### config.mk
export PLATFORM = sky130hd
export DESIGN_NAME = ram_port_arbiter
export DESIGN_NICKNAME = d
export VERILOG_FILES = /design/src/rtl/ram_arb_pkg.sv /design/src/rtl/rr_arb2.sv /design/src/rtl/ram_port_arbiter.sv
export SDC_FILE = /design/constraint.sdc
export NUM_CORES = 1
export LEC_CHECK = 0
export BUFFER_PORTS_ARGS = -buffer_cell sky130_fd_sc_hd__buf_4
export CAP_MARGIN = 30
export CORE_ASPECT_RATIO = 0.9
export CORE_UTILIZATION = 38
export CTS_CLUSTER_DIAMETER = 120
export DETAILED_ROUTE_END_ITERATION = 16
export PLACE_DENSITY_LB_ADDON = 0.25
export SYNTH_ARGS = -nofsm -noshare
export SYNTH_HDL_FRONTEND = slang
export SYNTH_SLANG_ARGS = --single-unit
### constraint.sdc
create_clock -name clk -period 2.5 [get_ports clk]
set_clock_uncertainty 0.15 [all_clocks]
set_input_delay 0.25 -clock clk [delete_from_list [all_inputs] [get_ports clk]]
set_output_delay 0.25 -clock clk [all_outputs]
set_load 0.05 [all_outputs]
### src/rtl/ram_arb_pkg.sv
// ram_arb_pkg: shared state type, requester indices and default widths for the RAM port arbiter
package ram_arb_pkg;
    typedef enum logic {CLEAR, RUN} state_t;
    localparam int M0 = 0;
    localparam int M1 = 1;
    localparam int DEF_ADDR_W = 6;
    localparam int DEF_DATA_W = 8;
endpackage

### src/rtl/rr_arb2.sv
// rr_arb2: two-way round-robin arbiter; the last winner yields on the next tie
module rr_arb2
    import ram_arb_pkg::*;
(
    input  logic       clk,
    input  logic       rst_n,
    input  logic [1:0] req,
    output logic [1:0] gnt
);
    logic ptr;
    always_comb gnt = (&req) ? (ptr ? 2'b10 : 2'b01) : req;
    always_ff @(posedge clk or negedge rst_n)
        if (!rst_n) ptr <= 1'(M0);
        else if (|gnt) ptr <= gnt[M0];
endmodule

### src/rtl/ram_port_arbiter.sv
// ram_port_arbiter: shares one single-port RAM between two requesters after a post-reset clear sweep
module ram_port_arbiter
    import ram_arb_pkg::*;
#(
    parameter int                ADDR_W         = DEF_ADDR_W,
    parameter int                DATA_W         = DEF_DATA_W,
    parameter logic [DATA_W-1:0] CLEAR_VAL      = '0,
    parameter bit                CLEAR_ON_RESET = 1'b1
) (
    input  logic              clk,
    input  logic              rst_n,
    output logic              init_done,
    input  logic              m0_req,
    input  logic              m0_we,
    input  logic [ADDR_W-1:0] m0_addr,
    input  logic [DATA_W-1:0] m0_wdata,
    output logic              m0_gnt,
    output logic              m0_rvalid,
    output logic [DATA_W-1:0] m0_rdata,
    input  logic              m1_req,
    input  logic              m1_we,
    input  logic [ADDR_W-1:0] m1_addr,
    input  logic [DATA_W-1:0] m1_wdata,
    output logic              m1_gnt,
    output logic              m1_rvalid,
    output logic [DATA_W-1:0] m1_rdata,
    output logic              ram_we,
    output logic [ADDR_W-1:0] ram_addr,
    output logic [DATA_W-1:0] ram_data,
    input  logic [DATA_W-1:0] ram_q
);
    state_t            state;
    logic [ADDR_W-1:0] cnt;
    logic [1:0]        req, gnt, rv;
    logic              clearing;
    // rst_n gating keeps the RAM and clients quiet while reset is held
    assign clearing  = rst_n && state == CLEAR;
    assign init_done = rst_n && state == RUN;
    assign req       = init_done ? {m1_req, m0_req} : 2'b00;
    rr_arb2 u_arb (
        .clk  (clk),
        .rst_n(rst_n),
        .req  (req),
        .gnt  (gnt)
    );
    assign m0_gnt    = gnt[M0];
    assign m1_gnt    = gnt[M1];
    assign m0_rvalid = rv[M0];
    assign m1_rvalid = rv[M1];
    assign m0_rdata  = ram_q;
    assign m1_rdata  = ram_q;
    always_comb begin
        ram_we   = clearing || (gnt[M0] && m0_we) || (gnt[M1] && m1_we);
        ram_addr = clearing ? cnt : gnt[M0] ? m0_addr : gnt[M1] ? m1_addr : '0;
        ram_data = clearing ? CLEAR_VAL : gnt[M0] ? m0_wdata : gnt[M1] ? m1_wdata : '0;
    end
    always_ff @(posedge clk or negedge rst_n)
        if (!rst_n) begin
            state <= CLEAR_ON_RESET ? CLEAR : RUN;
            cnt   <= '0;
            rv    <= '0;
        end else begin
            rv <= gnt & ~{m1_we, m0_we};
            if (state == CLEAR) begin
                cnt <= cnt + 1'b1;
                if (&cnt) state <= RUN;
            end
        end
endmodule

==> results.yml <==
cts:
  clockRootBuffer: "clkbuf_4"
  cts_sinks: 10
  numCtsBuffers: 3
  clock_latency_ns: 0.27
  clockBufferDepth: 2
  post_cts.repair.setup_buffers: 0
  cts_tree: "built"
  htree_num_levels: 1
  cts.clk_slew.worst_paths_ns: 0.06
sta:
  worst_pin_slew_ns: 0.401
  maxSlewHeadroom_pct: 73.2
  min_period_ns: 2.39
  finalHoldViolCount: 0
  rsz0062_at_grt: "false"
  slew_violations: 0
  max_clock_freq_mhz: 419
  finalCritPeriodShare_pct: 95.5
  timing.hold.ws_ns: 0.134
  finalSetupViolCount: 0
  setup_tns_ns: 0
critical_path:
  worst_ep_arrival_time_ns: 1.99
  crit_required_ns: 2.10
  critPathLaunchType: "input port"
  cp_slowest_cell: "dlygate4sd3_1"
  end_kind: "output port"
  path_cells: "dlygate4sd3_1 -> buf_4 -> and2_4 -> and2_2 -> a221o_1 -> buf_4"
  r2r_setup_slack_ns: 1.10
  worst-path-max-fanout: 13
  crit_type: "input port to output port"
  rr_endpoint: "rv[1]"
  critical_path.most_common_cell: "buf_4"
  reg2reg_from: "state"
  rr_worst_depth: 3
  cpPeakStageDelay_ns: 0.53
global_routing:
  grt_max_degree: 17
  grt_usage_pct: 18.1
  grt.overflow.total: 0
  antenna_found_initial: 0
  grt_pass1_vias: 668
  grt_pass1_wl_um: 2950
drt:
  drtIter0Drc: 12
  drt_pass1_iterations: 4
  num_vias: 696
  route.detailed.drc: 0
  wl_per_cell_um: 13.6
  ant_nets: 0
  wirelength_um: 1930
  routed_via_density: 4.90
logic_synthesis:
  synth_nets: 120
  ys_warn_count: 0
  syn-mean-instance-area_um2: 10.2
  synth.cell_area_um2: 785
  synth_seq_cells: 10
  ys_seq_area_share_pct: 31.9
  synth_cell_types: 25
  netlist_instances: 77
worst_hold_path:
  hp-class: "input port to flop"
  holdPathEnd: "u_arb.ptr"
  min_path_cells: 3
  hold_start: "m1_req"
layout:
  nets: 161
  drive_gt1_share_pct: 53.0
  fin_cells: 142
  antenna_cells: 0
  syn2layout_area_growth_pct: 42.3
  fin_util_pct: 57.7
outcome:
  status: "finished clean"
floorplanning:
  dieArea_um2: 2250
  ios: 78
  die_height_um: 45.1
  fp.dieW_um: 49.9
  start_util_pct: 40.6
  core_um2: 1930
  rows: 15
power_and_ir_drop:
  power_uw: 384
  peakVddDrop_v: 0.000403
  p_per_area_nw_per_um2: 344
  p_leak_nw: 0.572
placed_design:
  dp_hpwl_um: 1510
  place_congestion: 0.809
  io_buffers: 53
  placed_cells: 135
run:
  max_cap_viol_count: 0
-- worst max-delay path by stage --
stage | startpoint | endpoint | slack (ns)
4_1_cts | rst_n | ram_we | 0.07
6_report | rst_n | ram_we | 0.11
2_1_floorplan | state | ram_data[0] | 0.44
5_1_grt | rst_n | ram_we | 0.04
3_5_place_dp | state | ram_we | 0.59
3_3_place_gp | state | ram_we | 0.61
-- cell families (layout without fill, tap and decap cells) --
| family | Yosys count | in the layout | synth area share, % |
|---|---|---|---|
| fa+ha+maj | 1 | 1 | 1.59 |
| buf+inv | 21 | 61 | 22.0 |
| compound gates | 20 | 20 | 21.9 |
| simple gates | 19 | 19 | 15.6 |
| xor+xnor | 5 | 5 | 5.58 |
| flops | 10 | 10 | 31.9 |
| mux | 1 | 1 | 1.44 |
-- power by group --
part	switching [mW]	internal, mW
Sequential	0	0.162
Combinational	0.0309	0.0443
Clock	0.0583	0.0887
Total	0.0893	0.295
-- flip-flops by register name, summed over array words and instances, names as in the netlist --
register,count
u_arb.ptr,1
cnt,6
state,1
rv,2
-- critical path, delay by kind of cell --
family / cells / cell delay (ns)
AO/OA/AOI/OAI: 1 / 0.36
buffers and inverters: 3 / 0.91
AND/OR/NAND/NOR: 2 / 0.45
-- cell usage after synthesis --
master	count	area, µm²
buf_4	17	128
dfrtp_1	10	250
a22o_1	8	70.1
a221o_1	6	60.1
and3_1	5	31.3
buf_6	4	45.0
xnor2_1	4	35.0
nor2b_1	3	18.8
nand2_1	2	7.51
nand2b_1	2	12.5
nand4b_1	2	17.5
a21boi_0	1	7.51
a21o_1	1	7.51
a21oi_1	1	5.00
a32oi_1	1	8.76
and2_1	1	6.26
and2_4	1	8.76
and3_4	1	11.3
ha_1	1	12.5
mux2_2	1	11.3
nand3_1	1	5.00
nor2_1	1	3.75
o21ai_0	1	5.00
o21bai_1	1	7.51
xor2_1	1	8.76
-- layout make-up --
class | instances | area (µm²)
fillers | 172 | 817
repair buffers | 57 | 435
multi-input cells | 46 | 363
flip-flops and latches | 10 | 250
clock buffers | 4 | 36.3
well taps | 25 | 31.3
-- per-layer routing --
| layer | up-vias | global-route usage [%] | share of wire [%] |
|---|---|---|---|
| met4 | 0 | 4.57 | 0.88 |
| met2 | 26 | 27.6 | 48 |
| met5 | - | 0 | 0 |
| li1 | 345 | - | - |
| met1 | 320 | 23.9 | 43 |
| met3 | 5 | 7.41 | 8.4 |
-- through the flow --
stage	setup slack [ns]	instance area, µm²
finish	0.113	1120
global route	0.0446	1120
CTS	0.0666	1110
detailed placement	0.593	1050
global placement	0.614	1050
floorplan	0.437	785
-- timing repair --
item                                    CTS  global route
gates resized for setup                   0             1
hold endpoints to repair                 12             0
hold buffers                              3             0
endpoints found under the setup margin    0             7
-- placed cells by master, fill, tap and decap left out, types with 2 or more instances in the layout --
cell type / n
a22o_1: 8
clkbuf_4: 3
nand2b_1: 2
a221o_1: 6
dlygate4sd3_1: 3
nand2_1: 2
nand4b_1: 2
dfrtp_1: 10
buf_4: 54
xnor2_1: 4
nor2b_1: 3
and3_1: 5
(Power assumes the default switching activity.)
